## src/rtl/seq_ram_loader_pkg.sv

```systemverilog
// Shared definitions for the sequence RAM loader: nucleotide codes, ASCII symbols,
// FSM states and the slot-packing helper.
package seq_ram_loader_pkg;

   localparam int SYM_PER_WORD = 4;

   localparam logic [1:0] NT_A = 2'b00;
   localparam logic [1:0] NT_C = 2'b01;
   localparam logic [1:0] NT_G = 2'b10;
   localparam logic [1:0] NT_T = 2'b11;

   localparam logic [7:0] ASCII_A_UC = 8'h41;
   localparam logic [7:0] ASCII_C_UC = 8'h43;
   localparam logic [7:0] ASCII_G_UC = 8'h47;
   localparam logic [7:0] ASCII_T_UC = 8'h54;
   localparam logic [7:0] ASCII_A_LC = 8'h61;
   localparam logic [7:0] ASCII_C_LC = 8'h63;
   localparam logic [7:0] ASCII_G_LC = 8'h67;
   localparam logic [7:0] ASCII_T_LC = 8'h74;

   typedef enum logic [1:0] {
      ST_IDLE  = 2'd0,
      ST_LOAD  = 2'd1,
      ST_FLUSH = 2'd2,
      ST_DONE  = 2'd3
   } state_t;

   // Returns word with the 2-bit code inserted at the given slot (slot k -> bits [2k+1:2k]).
   function automatic logic [7:0] place_code(input logic [7:0] word,
                                             input logic [1:0] slot,
                                             input logic [1:0] code);
      logic [7:0] w;
      w = word;
      case (slot)
         2'd0:    w[1:0] = code;
         2'd1:    w[3:2] = code;
         2'd2:    w[5:4] = code;
         2'd3:    w[7:6] = code;
         default: w = word;
      endcase
      return w;
   endfunction

endpackage

```

## src/rtl/seq_ram_loader_nt_encoder.sv

```systemverilog
// Combinational ASCII nucleotide encoder: A/C/G/T in either case map to a 2-bit code,
// anything else is flagged as not a nucleotide.
module nt_encoder
   import seq_ram_loader_pkg::*;
(
   input  logic [7:0] ascii,
   output logic       sym_ok,
   output logic [1:0] code
);

   // Case-insensitive symbol lookup.
   always_comb begin
      sym_ok = 1'b1;
      code   = NT_A;
      case (ascii)
         ASCII_A_UC, ASCII_A_LC: code = NT_A;
         ASCII_C_UC, ASCII_C_LC: code = NT_C;
         ASCII_G_UC, ASCII_G_LC: code = NT_G;
         ASCII_T_UC, ASCII_T_LC: code = NT_T;
         default: begin
            sym_ok = 1'b0;
            code   = NT_A;
         end
      endcase
   end

endmodule

```

## src/rtl/seq_ram_loader.sv

```systemverilog
// Symbol-insertion front end: accepts an ASCII nucleotide stream, packs four 2-bit codes
// per RAM word, drives the RAM write port and reports length, completion and errors.
module seq_ram_loader
   import seq_ram_loader_pkg::*;
#(
   parameter int DEPTH = 16,
   parameter int AW    = $clog2(DEPTH),
   parameter int LW    = AW + 3
) (
   input  logic          clk,
   input  logic          rst,
   input  logic          start,
   input  logic          sym_valid,
   input  logic [7:0]    sym_data,
   input  logic          sym_last,
   output logic          sym_ready,
   output logic          en_ins,
   output logic          ram_we,
   output logic [AW-1:0] ram_addr,
   output logic [7:0]    ram_wdata,
   output logic [LW-1:0] seq_len,
   output logic          done,
   output logic          err_bad_sym,
   output logic          err_full
);

   localparam logic [AW-1:0] LAST_ADDR = AW'(DEPTH - 1);
   localparam logic [LW-1:0] MAX_LEN   = LW'(SYM_PER_WORD * DEPTH);

   state_t        state_r;
   logic [1:0]    idx_r;
   logic [7:0]    pack_r;
   logic [AW-1:0] addr_r;

   logic          code_ok_s;
   logic [1:0]    code_s;
   logic          accept_s;
   logic [7:0]    word_s;

   nt_encoder u_enc (
      .ascii  (sym_data),
      .sym_ok (code_ok_s),
      .code   (code_s)
   );

   // Ready is forced low while reset is held so nothing is handed over in that cycle.
   assign sym_ready = rst & (state_r == ST_LOAD);
   assign accept_s  = sym_valid & sym_ready & ~start;
   assign en_ins    = accept_s & code_ok_s;
   assign word_s    = place_code(pack_r, idx_r, code_s);

   // Load FSM with packing, address/length counters, error flags and registered RAM port.
   always_ff @(posedge clk) begin
      if (!rst) begin
         state_r     <= ST_IDLE;
         idx_r       <= 2'd0;
         pack_r      <= 8'h00;
         addr_r      <= '0;
         ram_we      <= 1'b0;
         ram_addr    <= '0;
         ram_wdata   <= 8'h00;
         seq_len     <= '0;
         done        <= 1'b0;
         err_bad_sym <= 1'b0;
         err_full    <= 1'b0;
      end else if (start) begin
         // A start in any state discards pending data and begins a fresh load.
         state_r     <= ST_LOAD;
         idx_r       <= 2'd0;
         pack_r      <= 8'h00;
         addr_r      <= '0;
         ram_we      <= 1'b0;
         ram_addr    <= '0;
         ram_wdata   <= 8'h00;
         seq_len     <= '0;
         done        <= 1'b0;
         err_bad_sym <= 1'b0;
         err_full    <= 1'b0;
      end else begin
         ram_we <= 1'b0;
         case (state_r)
            ST_LOAD: begin
               if (accept_s) begin
                  if (!code_ok_s) begin
                     err_bad_sym <= 1'b1;
                     if (sym_last) begin
                        state_r <= ST_FLUSH;
                     end
                  end else begin
                     if (seq_len != MAX_LEN) begin
                        seq_len <= seq_len + LW'(1);
                     end
                     if (idx_r == 2'd3) begin
                        ram_we    <= 1'b1;
                        ram_wdata <= word_s;
                        ram_addr  <= addr_r;
                        pack_r    <= 8'h00;
                        idx_r     <= 2'd0;
                        if (sym_last) begin
                           state_r <= ST_DONE;
                           done    <= 1'b1;
                        end else if (addr_r == LAST_ADDR) begin
                           // Last word written without an end marker: stop, never wrap.
                           state_r  <= ST_DONE;
                           done     <= 1'b1;
                           err_full <= 1'b1;
                        end else begin
                           addr_r <= addr_r + AW'(1);
                        end
                     end else begin
                        pack_r <= word_s;
                        idx_r  <= idx_r + 2'd1;
                        if (sym_last) begin
                           state_r <= ST_FLUSH;
                        end
                     end
                  end
               end
            end
            ST_FLUSH: begin
               // Only write when there are symbols waiting in the pack register.
               if (idx_r != 2'd0) begin
                  ram_we    <= 1'b1;
                  ram_wdata <= pack_r;
                  ram_addr  <= addr_r;
               end
               pack_r  <= 8'h00;
               idx_r   <= 2'd0;
               state_r <= ST_DONE;
               done    <= 1'b1;
            end
            ST_IDLE, ST_DONE: begin
               state_r <= state_r;
            end
            default: begin
               state_r <= ST_IDLE;
            end
         endcase
      end
   end

endmodule

```

## config.mk

```make
export PLATFORM = sky130hd
export DESIGN_NAME = seq_ram_loader
export DESIGN_NICKNAME = d
export VERILOG_FILES = /design/src/rtl/seq_ram_loader_pkg.sv /design/src/rtl/seq_ram_loader_nt_encoder.sv /design/src/rtl/seq_ram_loader.sv
export SDC_FILE = /design/constraint.sdc
export NUM_CORES = 1
export LEC_CHECK = 0
export ABC_AREA = 1
export CAP_MARGIN = 30
export CORE_UTILIZATION = 57
export DETAILED_ROUTE_END_ITERATION = 10
export GPL_TIMING_DRIVEN = 1
export PLACE_DENSITY = 0.89
export SLEW_MARGIN = 0
export SYNTH_ARGS = -nofsm -noshare
export SYNTH_HDL_FRONTEND = slang
export SYNTH_SLANG_ARGS = --single-unit
export TNS_END_PERCENT = 100
```

## constraint.sdc

```tcl
create_clock -name clk -period 3 [get_ports clk]
set_input_delay 0.3 -clock clk [delete_from_list [all_inputs] [get_ports clk]]
set_output_delay 0.3 -clock clk [all_outputs]
set_load 0.005 [all_outputs]
```

=== Word level (Yosys, flattened, before mapping) ===
Cells that the tools add are included.
Widths: inputs -> output; s select.

* Input port bits: 13
* Output and inout bits: 25
* Bits in registers: 39

* Add/subtract/negate cells: 3
* Reduce and logical (&&, ||, !) cells: 19
* Equal/unequal tests: 25
* Bitwise gates (word level): 10
* Multiplexer cells: 43

{| class="wikitable"
|+ Operators by type and width
! cell !! count
|-
| $eq 8x7->1 const B || 8
|-
| $mux 8 || 7
|-
| $pmux 8 s2 || 2
|-
| $mux 2 || 13
|-
| $mux 4 || 4
|-
| $reduce_and 3->1 || 4
|-
| $reduce_and 6->1 || 2
|-
| $mux 1 || 11
|-
| $reduce_and 5->1 || 2
|-
| $reduce_or 2->1 || 5
|-
| $eq 2x2->1 const B || 4
|-
| $ne 2x2->1 const B || 4
|-
| $pmux 2 s2 || 2
|-
| $pmux 4 s2 || 1
|-
| $reduce_or 8->1 || 1
|-
| $add 7x1->7 const B || 1
|-
| $ne 7x7->1 const B || 1
|-
| $ne 6x5->1 const B || 1
|-
| $not 1->1 || 6
|-
| $pmux 2 s3 || 1
|-
| $ne 5x4->1 const B || 1
|-
| $add 4x1->4 const B || 1
|-
| $and 1x1->1 || 4
|-
| $eq 2x1->1 const B || 2
|-
| other kinds (9) || 12
|}

=== Depth between registers and ports, before layout ===
Gate-level depths: netlist of the first run.

* Depth in word-level cells: 8
* Depth in mapped cells: 12
* Mapped depth without buffers: 11

=== Cells and area by module ===
Synthesis of the first run repeated with hierarchy kept, for this count alone.

* Cell total of the unflattened synthesis: 344
* Area total of the unflattened synthesis: 2426.1 µm²

{| class="wikitable"
|+ By module, submodules not included
! module !! instances !! cells an instance !! area an instance (µm²)
|-
| seq_ram_loader || 1 || 318 || 2303.5
|-
| nt_encoder || 1 || 26 || 122.6
|}

=== Worst setup path before layout of the first run ===
No wires, ideal clock.

* Path kind: flip-flop to flip-flop
* Start point: register state_r[0]
* End point: register pack_r[6]
* Slack: 1.440 ns
* Stages on the path, launching flop included: 10
* Data required time: 2.890 ns
* Path buffers: 2
* Arrival: 1.449 ns
* Path through: dfxtp_1 > inv_1 > ha_1 > buf_2 > inv_1 > clkbuf_1 > o21ai_2 > nand2_1 > nand3_1 > inv_1

* Longest elaborated chain between the ends: 6
* Elaborated cells on any way between the ends: 10
* Those cells by class: 4 x eq/ne; 1 x mux; 3 x bitwise; 2 x reduce/logical

{| class="wikitable"
|+ Ends and longest elaborated chain
! element !! line !! source
|-
| from (decl) || seq_ram_loader.sv:30 || <nowiki>state_t state_r;</nowiki>
|-
| from (signal assigned) || seq_ram_loader.sv:133 || <nowiki>state_r <= state_r;</nowiki>
|-
| $eq 2x1->1 || seq_ram_loader.sv:47, seq_ram_loader.sv:81 ||
|-
| $and 1x1->1 || seq_ram_loader.sv:47 || <nowiki>assign sym_ready = rst & (state_r == ST_LOAD);</nowiki>
|-
| $and 1x1->1 (2 in series) || seq_ram_loader.sv:48 || <nowiki>assign accept_s = sym_valid & sym_ready & ~start;</nowiki>
|-
| $ne 2x2->1 (no source line) || - ||
|-
| $reduce_and 3->1 (no source line) || - ||
|-
| to (signal assigned) || seq_ram_loader.sv:111 || <nowiki>pack_r <= word_s;</nowiki>
|-
| to (decl) || seq_ram_loader.sv:32 || <nowiki>logic [7:0] pack_r;</nowiki>
|}

Several ways; a longest one is shown, not always the timed one.
A chain may end at the register's enable or synchronous reset.

=== Final worst setup path of the first run ===
* Start point: register state_r[0]
* End point: output en_ins

* Longest elaborated chain between the ends: 5

{| class="wikitable"
|+ Ends and longest elaborated chain
! element !! line !! source
|-
| $eq 2x1->1 || seq_ram_loader.sv:47 ||
|-
| $and 1x1->1 || seq_ram_loader.sv:47 ||
|-
| $and 1x1->1 (2 in series) || seq_ram_loader.sv:48 ||
|-
| $and 1x1->1 || seq_ram_loader.sv:49 || <nowiki>assign en_ins = accept_s & code_ok_s;</nowiki>
|-
| to (decl) || seq_ram_loader.sv:17 || <nowiki>output logic en_ins,</nowiki>
|}

No other way between the ends.

==> flow_summary.toml, run 1 <==
[outcome]
run_status = "finished clean"

[pwr]
p_total_mw = 1.17
cellPowerDensity_nw_per_um2 = 428
power_frac_comb_pct = 14.9
irDropWorstVdd_mv = 0.372
power_leakage_nw = 1.24
sw_frac_of_total_pct = 25.5
p_switching_mw = 0.299
seq_power_share_pct = 46.0
clock_power_share_pct = 39.2
cell_internal_pwr_mw = 0.871

[synth]
yosysSeqAreaShare_pct = 35.1
synth-seq-cells = 39
synth.top_cell.area_share_pct = 35.1
synth_common_cells = "nand2_1, nor2_1, inv_1"
ys_types = 33
synth_most_common_cell = "nand2_1"
postSynthAreaPerCell_um2 = 6.45
synth_edf_count = 0
synth.largest_area_cell = "dfxtp_1"
netlist_area_um2 = 2230
yosys_warnings = 0
async_reset_ff_share_pct = 0
synthTopCellsByArea = "dfxtp_1, nand2_1, nor2_1, inv_1, nand3_1"
synth_ff_type = "dfxtp_1"
syn_inst = 345
synth_nets = 367

[sta]
holdWs_ns = 0.459
slew_headroom_pct = 63.6
timing.final.setup_violations = 0
tightest_slew_ns = 0.544
max_freq_mhz = 401
drv_slew = 0
rsz0062_at_grt = "false"
finClkSkew_ns = 0.00620
final.setup.tns_ns = 0
period_minus_slack_ns = 2.50
worst_slack_ns = 0.503
hold_viol = 0
finalCritPeriodShare_pct = 83.2

[clock_network]
h-tree-depth = 2
clk_pin_slew_ns = 0.08
cts_buffers = 5
clk_root_buffer_cell = "clkbuf_8"
cts.sinks = 39
clk_latency_ns = 0.30
clk_path_buf_depth = 2
post_cts_buffers = 0
cts.repair.resized = 0
cts_tree = "done"
cts_hold_buf = 0

[global_route]
grt_remaining_overflow = 0
grt_pass1_wl_um = 8020
grt_max_degree = 26
gr-usage-met3_pct = 4.75
use_met2_pct = 40.9
antenna_found_initial = 0
grt-busiest-layer = "met2"
grt.total_usage_pct = 25.0
grtUsageMet1_pct = 32.2
grt_pass1_vias = 1853

[setup_path]
rr_worst_depth = 9
crit_path_end_kind = "output pin"
reg2reg_from = "state_r[0]$_SDFFE_PN0P_"
r2r_slack_ns = 0.96
path_buf_inv = 2
critPathRequiredTime_ns = 2.70
critPathTopFamily = "buffers and inverters"
cp-start-kind = "register"
reg2reg_to = "ram_addr[2]$_SDFFE_PP0P_"
crit_chain = "ha_1 > nand3_4 > nor2_8 > nand2_2 > inv_1 > clkdlybuf4s50_1"
worstPathArrival_ns = 2.20
slowest_stage = "clkdlybuf4s50_1"
cp_max_fo = 9
criticalPathCategory = "reg -> out"
cpPeakStageDelay_ns = 0.50

[finish]
fin_util_pct = 73.5
final_nets = 404
diodes = 0
stdcell_area_um2 = 2730
fill_cells = 305
multiInputGateArea_um2 = 1200
drive_above_1_share_pct = 6.27
regArea_um2 = 781
stdcell_count = 431
area_growth_pct = 22.7

[routing]
drtAntennaViolNets = 0
drc = 0
routed_wl_um = 4880
drtIter0Drc = 209
detail_route.wl_per_cell_um = 11.3
drt_pass1_iterations = 4
vias = 2157
routed_via_density = 5.00

[placement]
pre_cts_slack_ns = 0.659
port_buffers = 36
gp_congestion = 0.865
hpwl_um = 3460
dpl_cell_area_um2 = 2610
placedCellCount = 423

[floorplanning]
core-area_um2 = 3720
pin_count = 38
initial_utilization_pct = 59.9
chipWidth_um = 64.5
fp.dieH_um = 64.5
rows = 22
fp.dieArea_um2 = 4160

[hold_path]
min_to = "done$_SDFFE_PP0P_"
worstHoldPathCells = 2
min_path_type = "reg -> reg"
worstHoldStart = "done$_SDFFE_PP0P_"

[job]
maxCapViolations = 0
## worst max path at each step
stage / startpoint / to / slack [ns] / cells past startpoint
after floorplan: state_r[0]$_SDFFE_PN0P_ / pack_r[6]$_SDFFE_PP0P_ / 1.44 / 9
final: state_r[0]$_SDFFE_PN0P_ / en_ins / 0.50 / 6
after detailed placement: sym_data[6] / en_ins / 0.66 / 8
after global routing: state_r[1]$_SDFFE_PP0P_ / en_ins / 0.45 / 7
after global placement: sym_data[6] / en_ins / 0.69 / 8
after CTS: state_r[0]$_SDFFE_PN0P_ / en_ins / 0.52 / 6
## registers in the layout, summed over array words and instances, names as in the netlist, 2 cells and up
| name | flops |
|---|---|
| addr_r | 4 |
| idx_r | 2 |
| pack_r | 8 |
| ram_addr | 4 |
| ram_wdata | 8 |
| seq_len | 7 |
| state_r | 2 |
## layout make-up
type	count	area share (%)
clock buffers	6	3.02
clock inverters	2	1.28
inverters	54	7.42
multi-input cells	245	44.0
flip-flops and latches	39	28.6
well taps	48	2.20
repair buffers	37	13.5
## worst min-delay path, delay by kind of cell, from the launching register on
family / cells / cell delay (ns)
DFF: 1 / 0.31
AOI/OAI and AO/OA: 1 / 0.06
buffers and inverters: 1 / 0.05
## placed cells by master, fill, tap and decap left out, types with 2 or more instances in the layout
master           instances
nand3b_1                 3
nor3_1                   5
o21ai_2                  2
inv_1                   53
xor2_1                   2
clkdlybuf4s50_1         36
nand2_2                  3
a31oi_1                  2
o21bai_1                 2
nand2_1                 98
o21ai_0                  6
xnor2_1                  2
a21oi_1                 13
or2_2                    3
nand4_1                  3
dfxtp_1                 39
o22ai_1                  2
nand3_1                 23
ha_1                     9
nor2_1                  58
clkbuf_8                 6
## kinds of logic (layout without fill, tap and decap cells)
logic type / count (synthesis) / in the layout / synth area share [%]
and+or+nand+nor: 203 / 203 / 39.9
buffers and inverters: 61 / 99 / 10.9
DFF: 39 / 39 / 35.1
AOI/OAI and AO/OA: 29 / 29 / 7.53
adders and majority gates: 9 / 9 / 5.06
xor gates and xnor gates: 4 / 4 / 1.57
## routing by layer
layer | wire (um) | up-vias
li1 | - | 1134
met1 | 2240 | 949
met2 | 2260 | 68
met3 | 317 | 6
met4 | 68 | 0
met5 | 0 | -
## power groups by stage
stage	Sequential, mW	Combinational [mW]	Clock, mW
after floorplan	0.550	0.121	0
final	0.538	0.174	0.458
after CTS	0.538	0.174	0.459
after global routing	0.540	0.197	0.484
after global placement	0.549	0.169	0
after detailed placement	0.550	0.173	0
Power figures use the tool's default switching activity.
==> run 2: changes to the inputs <==
--- a/config.mk
+++ b/config.mk
@@ -7,10 +7,10 @@
 export LEC_CHECK = 0
 export ABC_AREA = 1
 export CAP_MARGIN = 30
-export CORE_UTILIZATION = 57
+export CORE_UTILIZATION = 53
 export DETAILED_ROUTE_END_ITERATION = 10
 export GPL_TIMING_DRIVEN = 1
-export PLACE_DENSITY = 0.89
+export PLACE_DENSITY = 0.84
 export SLEW_MARGIN = 0
 export SYNTH_ARGS = -nofsm -noshare
 export SYNTH_HDL_FRONTEND = slang
==> constraint.sdc (replaced) <==
create_clock -name clk -period 2.6 [get_ports clk]
set_input_delay 0.26 -clock clk [delete_from_list [all_inputs] [get_ports clk]]
set_output_delay 0.26 -clock clk [all_outputs]
set_load 0.005 [all_outputs]
==> run 2 against run 1 <==
Compared with the run above:
- final cell count increased by 0.23%
- global-route usage decreased by 1.6 points
- via count is 0.88% lower
- setup slack lost 0.33 ns
- design area is 1.0% lower
- sequential share of layout area up 0.29 points
- register-to-register slack lost 0.42 ns
- power rose by 5.8%
- clock-buffer cell count is the same
- die area up 7.3%
- highest routed layer unchanged
==> flow_summary.toml, run 2 (synthesis gave the netlist of run 1 again) <==
[sta]
hold_viol = 0
rsz0062_at_grt = "false"
period_minus_slack_ns = 2.42
finClkSkew_ns = 0.00390
timing.final.setup_violations = 0
max_freq_mhz = 413
final.setup.tns_ns = 0
finalCritPeriodShare_pct = 93.2
drv_slew = 0
worst_slack_ns = 0.178
slew_headroom_pct = 66.3
tightest_slew_ns = 0.504
holdWs_ns = 0.459

[setup_path]
worstPathArrival_ns = 2.16
cp-start-kind = "register"
slowest_stage = "clkdlybuf4s50_1"
crit_chain = "ha_1 > nand3_4 > nor2_8 > nand2_2 > inv_1 > clkdlybuf4s50_1"
cpPeakStageDelay_ns = 0.50
cp_max_fo = 9
r2r_slack_ns = 0.54
path_buf_inv = 2
critPathTopFamily = "buffers and inverters"
criticalPathCategory = "reg -> out"
critPathRequiredTime_ns = 2.34
crit_path_end_kind = "output pin"

[routing]
drt_pass1_iterations = 4
routed_wl_um = 4710
vias = 2138
drc = 0
drtIter0Drc = 137
detail_route.wl_per_cell_um = 10.9
drtAntennaViolNets = 0
routed_via_density = 4.95

[clock_network]
h-tree-depth = 2
cts_tree = "done"
cts.repair.resized = 0
cts_buffers = 5
cts.sinks = 39
clk_latency_ns = 0.30
clk_path_buf_depth = 2
clk_root_buffer_cell = "clkbuf_8"
clk_pin_slew_ns = 0.07
post_cts_buffers = 0
cts_hold_buf = 0

[hold_path]
min_path_type = "reg -> reg"

[job]
maxCapViolations = 0

[pwr]
power_leakage_nw = 1.23
clock_power_share_pct = 33.7
cell_internal_pwr_mw = 0.903
power_frac_comb_pct = 16.1
p_total_mw = 1.24
sw_frac_of_total_pct = 27.0
seq_power_share_pct = 50.2
irDropWorstVdd_mv = 0.253
p_switching_mw = 0.335
cellPowerDensity_nw_per_um2 = 458

[outcome]
run_status = "finished clean"

[global_route]
antenna_found_initial = 0
grt_remaining_overflow = 0
grt.total_usage_pct = 23.4
grt_pass1_wl_um = 7960
grt_max_degree = 26
grt_pass1_vias = 1913

[floorplanning]
initial_utilization_pct = 55.2
core-area_um2 = 4030
chipWidth_um = 66.8
pin_count = 38
fp.dieArea_um2 = 4460
rows = 23
fp.dieH_um = 66.8

[finish]
reg_top3 = "pack_r x8, ram_wdata x8, seq_len x7"
layout_common_cells = "nand2_1, nor2_1, inv_1"
drive_above_1_share_pct = 6.02
fill_cells = 388
area_growth_pct = 21.5
stdcell_area_um2 = 2700
final_common_cell = "nand2_1"
diodes = 0
final_nets = 404

[placement]
port_buffers = 36
hpwl_um = 3400
gp_congestion = 0.852
dpl_cell_area_um2 = 2620
pre_cts_slack_ns = 0.374
run 2: cell count changes in the layout (fill, tap and decap cells not counted):
cell	change
bufinv_16	-1
run 2: tightest hold or removal path: stages (launching register included):
cell and delay, ns:
dfxtp_1 0.31, nand3_1 0.07, inv_1 0.03
run 2: final timing paths:
kind	depth (start not counted)	start	to
worst max-delay path	6	state_r[0]$_SDFFE_PN0P_	en_ins
worst min register to register	2	pack_r[7]$_SDFFE_PP0P_	pack_r[7]$_SDFFE_PP0P_
worst min-delay path	2	pack_r[7]$_SDFFE_PP0P_	pack_r[7]$_SDFFE_PP0P_
worst max register to register	9	state_r[0]$_SDFFE_PN0P_	ram_wdata[1]$_SDFFE_PP0P_
run 2: final cells by class:
class | count | area, um^2 | area share [%]
Clock buffer | 6 | 82.6 | 3.05
Clock inverter | 1 | 5.00 | 0.185
Inverter | 54 | 203 | 7.50
Multi-Input combinational cell | 245 | 1200 | 44.5
Sequential cell | 39 | 781 | 28.9
Tap cell | 50 | 62.6 | 2.31
Timing Repair Buffer | 37 | 368 | 13.6
run 2: per-stage QoR:
stage / utilization (%) / cells
final: 67.1 / 432
after global routing: 67.1 / 432
after CTS: 67.1 / 432
after detailed placement: 64.9 / 425
after global placement: 64.9 / 425
after floorplan: - / 345
run 2: metal layers:
layer / routed length (um) / track usage [%] / vias up
met5: 0 / 0 / -
met4: 43 / 10.4 / 0
met3: 290 / 5.14 / 4
met2: 2240 / 40.2 / 62
met1: 2140 / 27.6 / 941
li1: - / - / 1131
run 2: power by group through the flow:
stage / logic (mW) / registers, mW / clock network (mW)
2_1_floorplan: 0.139 / 0.634 / 0
3_3_place_gp: 0.194 / 0.634 / 0
3_5_place_dp: 0.198 / 0.635 / 0
4_1_cts: 0.199 / 0.621 / 0.416
5_1_grt: 0.224 / 0.623 / 0.433
6_report: 0.199 / 0.621 / 0.418
==> run 3: changes to the inputs <==
--- a/config.mk
+++ b/config.mk
@@ -11,7 +11,7 @@
 export DETAILED_ROUTE_END_ITERATION = 10
 export GPL_TIMING_DRIVEN = 1
 export PLACE_DENSITY = 0.84
-export SLEW_MARGIN = 0
+export SLEW_MARGIN = 10
 export SYNTH_ARGS = -nofsm -noshare
 export SYNTH_HDL_FRONTEND = slang
 export SYNTH_SLANG_ARGS = --single-unit
==> results of run 3 <==
The final DEF is identical to that of run 2; final timing and power are the same.
